`config.mk`:
```
export PLATFORM = sky130hd
export DESIGN_NAME = hc595_frame_capture
export DESIGN_NICKNAME = d
export VERILOG_FILES = /design/src/rtl/hc595_frame_capture.sv
export SDC_FILE = /design/constraint.sdc
export NUM_CORES = 1
export LEC_CHECK = 0
export CAP_MARGIN = 5
export CORE_MARGIN = 4
export CORE_UTILIZATION = 30
export CTS_CLUSTER_DIAMETER = 50
export DETAILED_ROUTE_END_ITERATION = 6
export GPL_ROUTABILITY_DRIVEN = 0
export REMOVE_ABC_BUFFERS = 1
export SLEW_MARGIN = 20
export SYNTH_ARGS = -nofsm -noshare
export SYNTH_HDL_FRONTEND = slang
export SYNTH_SLANG_ARGS = --single-unit
```
`constraint.sdc`:
```
create_clock -name sys_clk -period 3.7 [get_ports sys_clk]
set_input_delay 0.74 -clock sys_clk [delete_from_list [all_inputs] [get_ports sys_clk]]
set_output_delay 0.74 -clock sys_clk [all_outputs]
set_load 0.02 [all_outputs]
```
`src/rtl/hc595_frame_capture.sv`:
```
// Receive side of a 74HC595 seven-segment link: oversamples ds/shcp/stcp/oe, rebuilds each
// 14-bit latched word {seg, sel}, decodes digit codes and reports complete 6-digit frames.
module hc595_frame_capture #(
  parameter int unsigned SYNC_STAGES = 2,
  parameter int unsigned TIMEOUT_CYC = 50000
) (
  input  logic        sys_clk,
  input  logic        sys_rst,
  input  logic        ds,
  input  logic        shcp,
  input  logic        stcp,
  input  logic        oe,
  output logic        word_valid,
  output logic [13:0] word,
  output logic        frame_valid,
  output logic [23:0] digits,
  output logic [5:0]  dp,
  output logic        disp_off,
  output logic        bit_err,
  output logic        sel_err,
  output logic        link_alive
);

  localparam int unsigned TW = $clog2(TIMEOUT_CYC + 1);

  logic [SYNC_STAGES-1:0] ds_sync, shcp_sync, stcp_sync, oe_sync;
  logic                   shcp_prev, stcp_prev;
  logic                   shcp_rise, stcp_rise, ds_bit;
  logic [13:0]            shift_reg, shift_next;
  logic [3:0]             bit_cnt, cnt_next;
  logic [5:0]             seen, seen_next;
  logic [TW-1:0]          to_cnt;
  logic                   timed_out;
  logic [7:0]             seg;
  logic [5:0]             sel;
  logic [2:0]             pos;
  logic [3:0]             code;
  logic                   sel_ok;

  // Identical chains keep ds aligned with shcp through the synchroniser.
  always_ff @(posedge sys_clk) begin
    if (sys_rst) begin
      ds_sync   <= '0;
      shcp_sync <= '0;
      stcp_sync <= '0;
      oe_sync   <= '0;
      shcp_prev <= 1'b0;
      stcp_prev <= 1'b0;
      shcp_rise <= 1'b0;
      stcp_rise <= 1'b0;
      ds_bit    <= 1'b0;
    end else begin
      ds_sync   <= {ds_sync[SYNC_STAGES-2:0], ds};
      shcp_sync <= {shcp_sync[SYNC_STAGES-2:0], shcp};
      stcp_sync <= {stcp_sync[SYNC_STAGES-2:0], stcp};
      oe_sync   <= {oe_sync[SYNC_STAGES-2:0], oe};
      shcp_prev <= shcp_sync[SYNC_STAGES-1];
      stcp_prev <= stcp_sync[SYNC_STAGES-1];
      shcp_rise <= shcp_sync[SYNC_STAGES-1] & ~shcp_prev;
      stcp_rise <= stcp_sync[SYNC_STAGES-1] & ~stcp_prev;
      ds_bit    <= ds_sync[SYNC_STAGES-1];
    end
  end

  assign disp_off = oe_sync[SYNC_STAGES-1];

  // A shift in the same sample as the latch is applied before the count check.
  always_comb begin
    shift_next = shift_reg;
    cnt_next   = bit_cnt;
    if (shcp_rise) begin
      if (bit_cnt < 4'd14) shift_next[bit_cnt] = ds_bit;
      if (bit_cnt != 4'd15) cnt_next = bit_cnt + 4'd1;
    end
  end

  always_ff @(posedge sys_clk) begin
    if (sys_rst) begin
      shift_reg  <= '0;
      bit_cnt    <= '0;
      word       <= '0;
      word_valid <= 1'b0;
      bit_err    <= 1'b0;
    end else begin
      shift_reg  <= shift_next;
      word_valid <= 1'b0;
      bit_err    <= 1'b0;
      if (stcp_rise) begin
        bit_cnt <= '0;
        if (cnt_next == 4'd14) begin
          word       <= shift_next;
          word_valid <= 1'b1;
        end else begin
          bit_err <= 1'b1;
        end
      end else begin
        bit_cnt <= cnt_next;
      end
    end
  end

  function automatic logic [3:0] seg_decode(input logic [6:0] s);
    case (s)
      7'h40:   seg_decode = 4'h0;
      7'h79:   seg_decode = 4'h1;
      7'h24:   seg_decode = 4'h2;
      7'h30:   seg_decode = 4'h3;
      7'h19:   seg_decode = 4'h4;
      7'h12:   seg_decode = 4'h5;
      7'h02:   seg_decode = 4'h6;
      7'h78:   seg_decode = 4'h7;
      7'h00:   seg_decode = 4'h8;
      7'h10:   seg_decode = 4'h9;
      7'h7F:   seg_decode = 4'hA;
      7'h3F:   seg_decode = 4'hB;
      default: seg_decode = 4'hF;
    endcase
  endfunction

  assign seg    = word[13:6];
  assign sel    = word[5:0];
  assign sel_ok = $onehot(sel);
  assign code   = seg_decode(seg[6:0]);

  always_comb begin
    pos = 3'd0;
    for (int i = 0; i < 6; i++) begin
      if (sel[i]) pos = 3'(i);
    end
  end

  assign timed_out = (to_cnt == TW'(TIMEOUT_CYC));

  always_comb begin
    seen_next = frame_valid ? 6'h00 : seen;
    if (word_valid && sel_ok) seen_next = seen_next | sel;
    if (timed_out) seen_next = 6'h00;
  end

  always_ff @(posedge sys_clk) begin
    if (sys_rst) begin
      digits      <= '0;
      dp          <= '0;
      seen        <= '0;
      frame_valid <= 1'b0;
      sel_err     <= 1'b0;
      to_cnt      <= '0;
      link_alive  <= 1'b0;
    end else begin
      frame_valid <= 1'b0;
      sel_err     <= 1'b0;
      seen        <= seen_next;
      if (word_valid) begin
        if (sel_ok) begin
          digits[{pos, 2'b00} +: 4] <= code;
          dp[pos]                   <= ~seg[7];
          if (seen_next == 6'h3F) frame_valid <= 1'b1;
        end else begin
          sel_err <= 1'b1;
        end
      end
      if (stcp_rise) to_cnt <= '0;
      else if (!timed_out) to_cnt <= to_cnt + 1'b1;
      if (timed_out) link_alive <= 1'b0;
      else if (word_valid) link_alive <= 1'b1;
    end
  end

endmodule

```
**Yosys cells after proc, flatten, opt, wreduce, memory -nomap -nowiden**

Cells that the tools add are included.

- Flip-flop bits (word level): 102
- Word-level logic and storage cells: 96
- Input bits: 6
- Output and inout port bits: 50

- $add $sub $neg: 8
- Eq/ne operators: 16
- Mux-type cells: 24
- Magnitude comparators: 5
- Shift-type cells: 2
- Bitwise gates (word level): 9
- Reductions and logical operators: 11

Operators by type and width:

| kind | count |
|---|---|
| case mux 4 bit (12 select lines) | 1 |
| equality test 7 bit, second input constant | 4 |
| 2-to-1 mux 14 bit | 2 |
| bitwise mux 24 bit | 1 |
| variable shift 4 x 7 -> 24 bit, first input constant | 1 |
| indexed part select 4 x 7 -> 24 bit | 1 |
| equality test 7 x 5 -> 1 bit, second input constant | 3 |
| equality test 7 x 6 -> 1 bit, second input constant | 3 |
| 2-to-1 mux 6 bit | 3 |
| adder 16 x 1 -> 16 bit, second input constant | 1 |
| equality test 16 bit, second input constant | 1 |
| bitwise mux 14 bit | 1 |
| 2-to-1 mux 3 bit | 4 |
| 2-to-1 mux 4 bit | 2 |
| OR reduction 2 bit | 4 |
| equality test 7 x 2 -> 1 bit, second input constant | 1 |
| logical NOT 7 bit | 1 |
| 2-to-1 mux 1 bit | 7 |
| negation 5 -> 7 bit | 1 |
| adder 1 x 1 -> 2 bit | 3 |
| bitwise mux 6 bit | 1 |
| equality test 6 bit, second input constant | 1 |
| inverter 1 bit | 6 |
| bitwise OR 6 bit | 1 |
| other kinds (17) | 21 |

**Longest topological paths before layout**

- Depth after elaboration: 10
- Depth in mapped cells: 12
- Mapped depth without buffers: 11

**Worst setup path after synthesis**

OpenSTA, ideal clock, no wires.

- Path kind: register to register
- From: register word[1]
- To: register digits[10]
- Data required time: 3.614 ns
- Buffers on the path: 0
- Slack: 0.093 ns
- Setup time: 0.086 ns
- Cell stages (with the launch flop): 12
- Arrival: 3.522 ns
- Clock period less this slack: 3.607 ns
- Cells stage by stage: dfxtp_1 -> inv_1 -> fa_1 -> fa_1 -> inv_1 -> ha_1 -> fa_1 -> and4bb_2 -> nand4_1 -> nor4_2 -> nor2_1 -> a211oi_1

- Longest elaborated chain between the ends: 8
- Elaborated cells between the ends (all ways): 14
- Those cells by class: 4 x add/sub; 1 x eq/ne; 2 x shift; 6 x mux; 1 x reduce/logical

Ends and longest elaborated chain:

| what | line | text |
|---|---|---|
| start, declared | 14 | `output logic [13:0] word,` |
| start signal, assigned | 91 | `word <= shift_next;` |
| 2-to-1 mux 1 bit | 128 | `if (sel[i]) pos = 3'(i);` |
| 2-to-1 mux 3 bit (4 in series) | 128 |  |
| negation 5 -> 7 bit | 155 | `digits[{pos, 2'b00} +: 4] <= code;` |
| indexed part select 4 x 7 -> 24 bit or variable shift 4 x 7 -> 24 bit (tied branches) | 155 |  |
| bitwise mux 24 bit | 155 |  |
| end signal, assigned by index | 155 |  |
| end, declared | 16 | `output logic [23:0] digits,` |

Several ways; a longest one is shown, not always the timed one.
A chain may end at the register's enable or synchronous reset.

**Worst setup path after layout**

- From: register word[0]
- To: register digits[4]

- Longest elaborated chain between the ends: 5

Ends and longest elaborated chain:

| what | line | text |
|---|---|---|
| adder 1 x 1 -> 2 bit (not written as such) | 122 | `assign sel_ok = $onehot(sel);` |
| adder 2 x 2 -> 3 bit (not written as such) | 122 |  |
| adder 3 x 2 -> 3 bit (not written as such) | 122 |  |
| equality test 3 x 1 -> 1 bit | 122 |  |
| AND reduction 2 bit (no line) | -- |  |

No other way between the ends.

==> impl_metrics.tcl <==
set metrics [dict create \
    status "completed" \
    cp_num_buf_inv 2 \
    p_int_mw 1.62 \
    crit_path_max_incr_delay_ps 490 \
    pwr-share-clk_pct 44.5 \
    vdd_drop_max_mv 0.218 \
    die_w_um 131 \
    core_mm2 0.0146 \
    crit_arrival_ps 3680 \
    ys_seq_elements 102 \
    setup_viol 0 \
    dieArea_mm2 0.0171 \
    fillCellCount 1472 \
    seqPwrFrac_pct 53.4 \
    path_class "reg2reg" \
    antenna_left 0 \
    reg.largest.list "digits x24, to_cnt x16" \
    crit_end "digits[4]" \
    grt_pass1_vias 3676 \
    h-tree-depth 3 \
    synthFlopType "dfxtp_1" \
    largest-register "digits" \
    timing.setup.tns_ps 0 \
    synth-edff-count 0 \
    cp.depth 11 \
    synth_cells 499 \
    seq_area_frac_synth_pct 45.2 \
    core.rowCount 44 \
    wl_um 10300 \
    combPwrFrac_pct 2.2 \
    num_vias 3659 \
    grt_pass1_wl_um 17500 \
    clk_path_buf_depth 2 \
    rsz0062_at_grt "false" \
    power_switching_share_pct 22.3 \
    drive_gt1_share_pct 9.78 \
    clockRootBuffer "clkbuf_16" \
    fin_worst_skew_ps 9.96 \
    initial_utilization_pct 30.9 \
    portBuffers 55 \
    num_io_pins 56 \
    path_clk_slew_ps 70 \
    dr.pass1.iters 4 \
    ys_types 55 \
    reg2reg_from "word[0]" \
    hold_path_class "reg2reg" \
    final-max-slew-violation-count 0 \
    via_per_inst 4.97 \
    power_density_mw_per_mm2 376 \
    overflow 0 \
    antenna_found_initial 0 \
    drc 0 \
    period_minus_slack_ps 3480 \
    crit_required_ps 3900 \
    die_h_um 131 \
    fmax_mhz 287 \
    worstMarginPinSlew_ps 706 \
    cp_top_family "adder cells" \
    cts_tree "done" \
    cts_hold_buf 0 \
    syn_avg_cell_area_um2 9.06 \
    clock_sinks 102 \
    hpwl_um 7320 \
    crit_top_cell "fa_1" \
    worst_r2r_endpoint "digits[4]" \
    max_cap_violations 0 \
    ys_warn_count 0 \
    cp_slowest_cell "fa_1" \
    rr_worst_depth 11 \
    p_sw_mw 0.464 \
    min_from "stcp_prev" \
    drtIter0Drc 303 \
    cts_buffers 9 \
    largest_reg_flops 24 \
    nNetsFinal 565 \
    crit_path_cell_trace "inv_1 > fa_1 > fa_1 > inv_1 > ha_1 > fa_1 > and4bb_2 > o31ai_2 > or2_2 > a221oi_1 > nor3_1" \
    setup.worst_path.end_class "register" \
    power.total_mw 2.09 \
    slew_headroom_pct 52.8 \
    synth_area_mm2 0.00452 \
    area_growth_pct 22.6 \
    power_leakage_nw 2.00 \
    antenna_cells 0 \
    grt_start_max_net_pins 68 \
    fin_crit_sh_pct 94.1 \
    crit_path_start_kind "register" \
    async_flop_share_pct 0 \
    reg2reg_slack_ps 220 \
    critPathMaxFanout 5 \
    critical_path.startpoint "word[0]" \
    clk-insertion-delay-late_ps 340 \
    avgRoutedWirePerCell_um 14.0 \
    grt.total_usage_pct 12.6 \
    finalHoldViolCount 0 \
]
==> timing repair <==
item | in CTS | in global routing
setup buffers | 0 | 1
gates resized for setup | 0 | 2
setup endpoints to repair | 0 | 6
==> per-layer routing <==
metal,global-route usage [%],wire (um),up-vias
li1,-,-,1840
met1,17.1,4990,1716
met2,19.6,4620,90
met3,3.21,515,13
met4,4.11,144,0
met5,0,0,-
==> worst min path at each step <==
stage	end	slack [ps]	cells after the start
finish	stcp_rise	380	1
global route	stcp_rise	400	1
CTS	stcp_rise	380	1
detailed placement	stcp_rise	380	1
global placement	stcp_rise	370	1
floorplan	shcp_rise	370	1
==> synthesized netlist by cell type, drive strengths merged (3+ instances only) <==
master | count | share of area, %
nand4 | 9 | 1.2
nor4b | 3 | 0.58
a211oi | 15 | 2.8
or3 | 4 | 0.55
nor4 | 6 | 0.97
nor2 | 75 | 6.2
a311oi | 3 | 0.58
a22oi | 4 | 0.66
nor2b | 29 | 4.0
dfxtp | 102 | 45
and3 | 7 | 0.97
nor3b | 4 | 0.66
fa | 3 | 1.3
clkbuf | 19 | 1.6
o21ai | 13 | 1.4
nor3 | 20 | 2.3
nand2 | 32 | 2.7
ha | 9 | 2.5
nand2b | 3 | 0.42
buf | 7 | 1.1
or2 | 3 | 0.42
xor2 | 11 | 2.1
and4b | 4 | 0.89
mux2 | 16 | 4.0
inv | 17 | 1.4
mux2i | 14 | 3.1
a21oi | 20 | 2.2
nand3 | 17 | 1.9
==> logic make-up after synthesis <==
| family | count (synthesis) | share of synthesized area (%) |
|---|---|---|
| AOI/OAI and AO/OA | 72 | 11.3 |
| xor gates and xnor gates | 13 | 2.52 |
| adders and majority gates | 12 | 3.82 |
| buffers and inverters | 43 | 4.04 |
| DFF | 102 | 45.2 |
| muxes | 30 | 7.08 |
| and+or+nand+nor | 227 | 26.1 |
==> metrics by stage <==
stage	hold slack (ps)	std cells	util, %	worst slack (ps)	instance area (um2)
floorplan	367	473	-	-29.0	4400
global placement	375	719	35.7	273	5230
global route	398	736	37.9	0.114	5540
CTS	385	735	37.7	121	5520
detailed placement	375	719	35.7	159	5230
finish	381	736	37.9	220	5540
==> worst register-to-register path, stage by stage, from the launching register on <==
cell and delay, ps:
dfxtp_1 380, inv_1 90, fa_1 490, fa_1 490, inv_1 40, ha_1 180, fa_1 480, and4bb_2 360
o31ai_2 130, or2_2 360, a221oi_1 270, nor3_1 80
==> final cells by class <==
cell class	instances	area, um2	area share [%]
Multi-Input combinational cell	354	2310	41.6
Sequential cell	102	2040	36.8
Timing Repair Buffer	63	606	10.9
Clock buffer	11	253	4.56
Tap cell	184	230	4.15
Inverter	17	63.8	1.15
Clock inverter	5	40.0	0.722
==> power by group through the flow <==
stage | sequential [mW] | combinational, mW | clock, mW
floorplan | 1.14 | 0.0211 | 0
global route | 1.11 | 0.0515 | 0.992
detailed placement | 1.14 | 0.0464 | 0
global placement | 1.14 | 0.0456 | 0
CTS | 1.11 | 0.0465 | 0.954
finish | 1.11 | 0.0457 | 0.927
==> cells in the final DEF (no fill, tap or decap), types with 13 or more instances in the layout <==
master and count:
dfxtp_1 102, nor2_1 75, clkdlybuf4s50_1 54, nand2_1 32
nor2b_1 29, a21oi_1 20, nor3_1 19, inv_1 17
nand3_1 17, mux2_2 16, mux2i_1 14, a211oi_1 14
o21ai_0 13
Note: power is estimated with default switching activity, not from simulation.
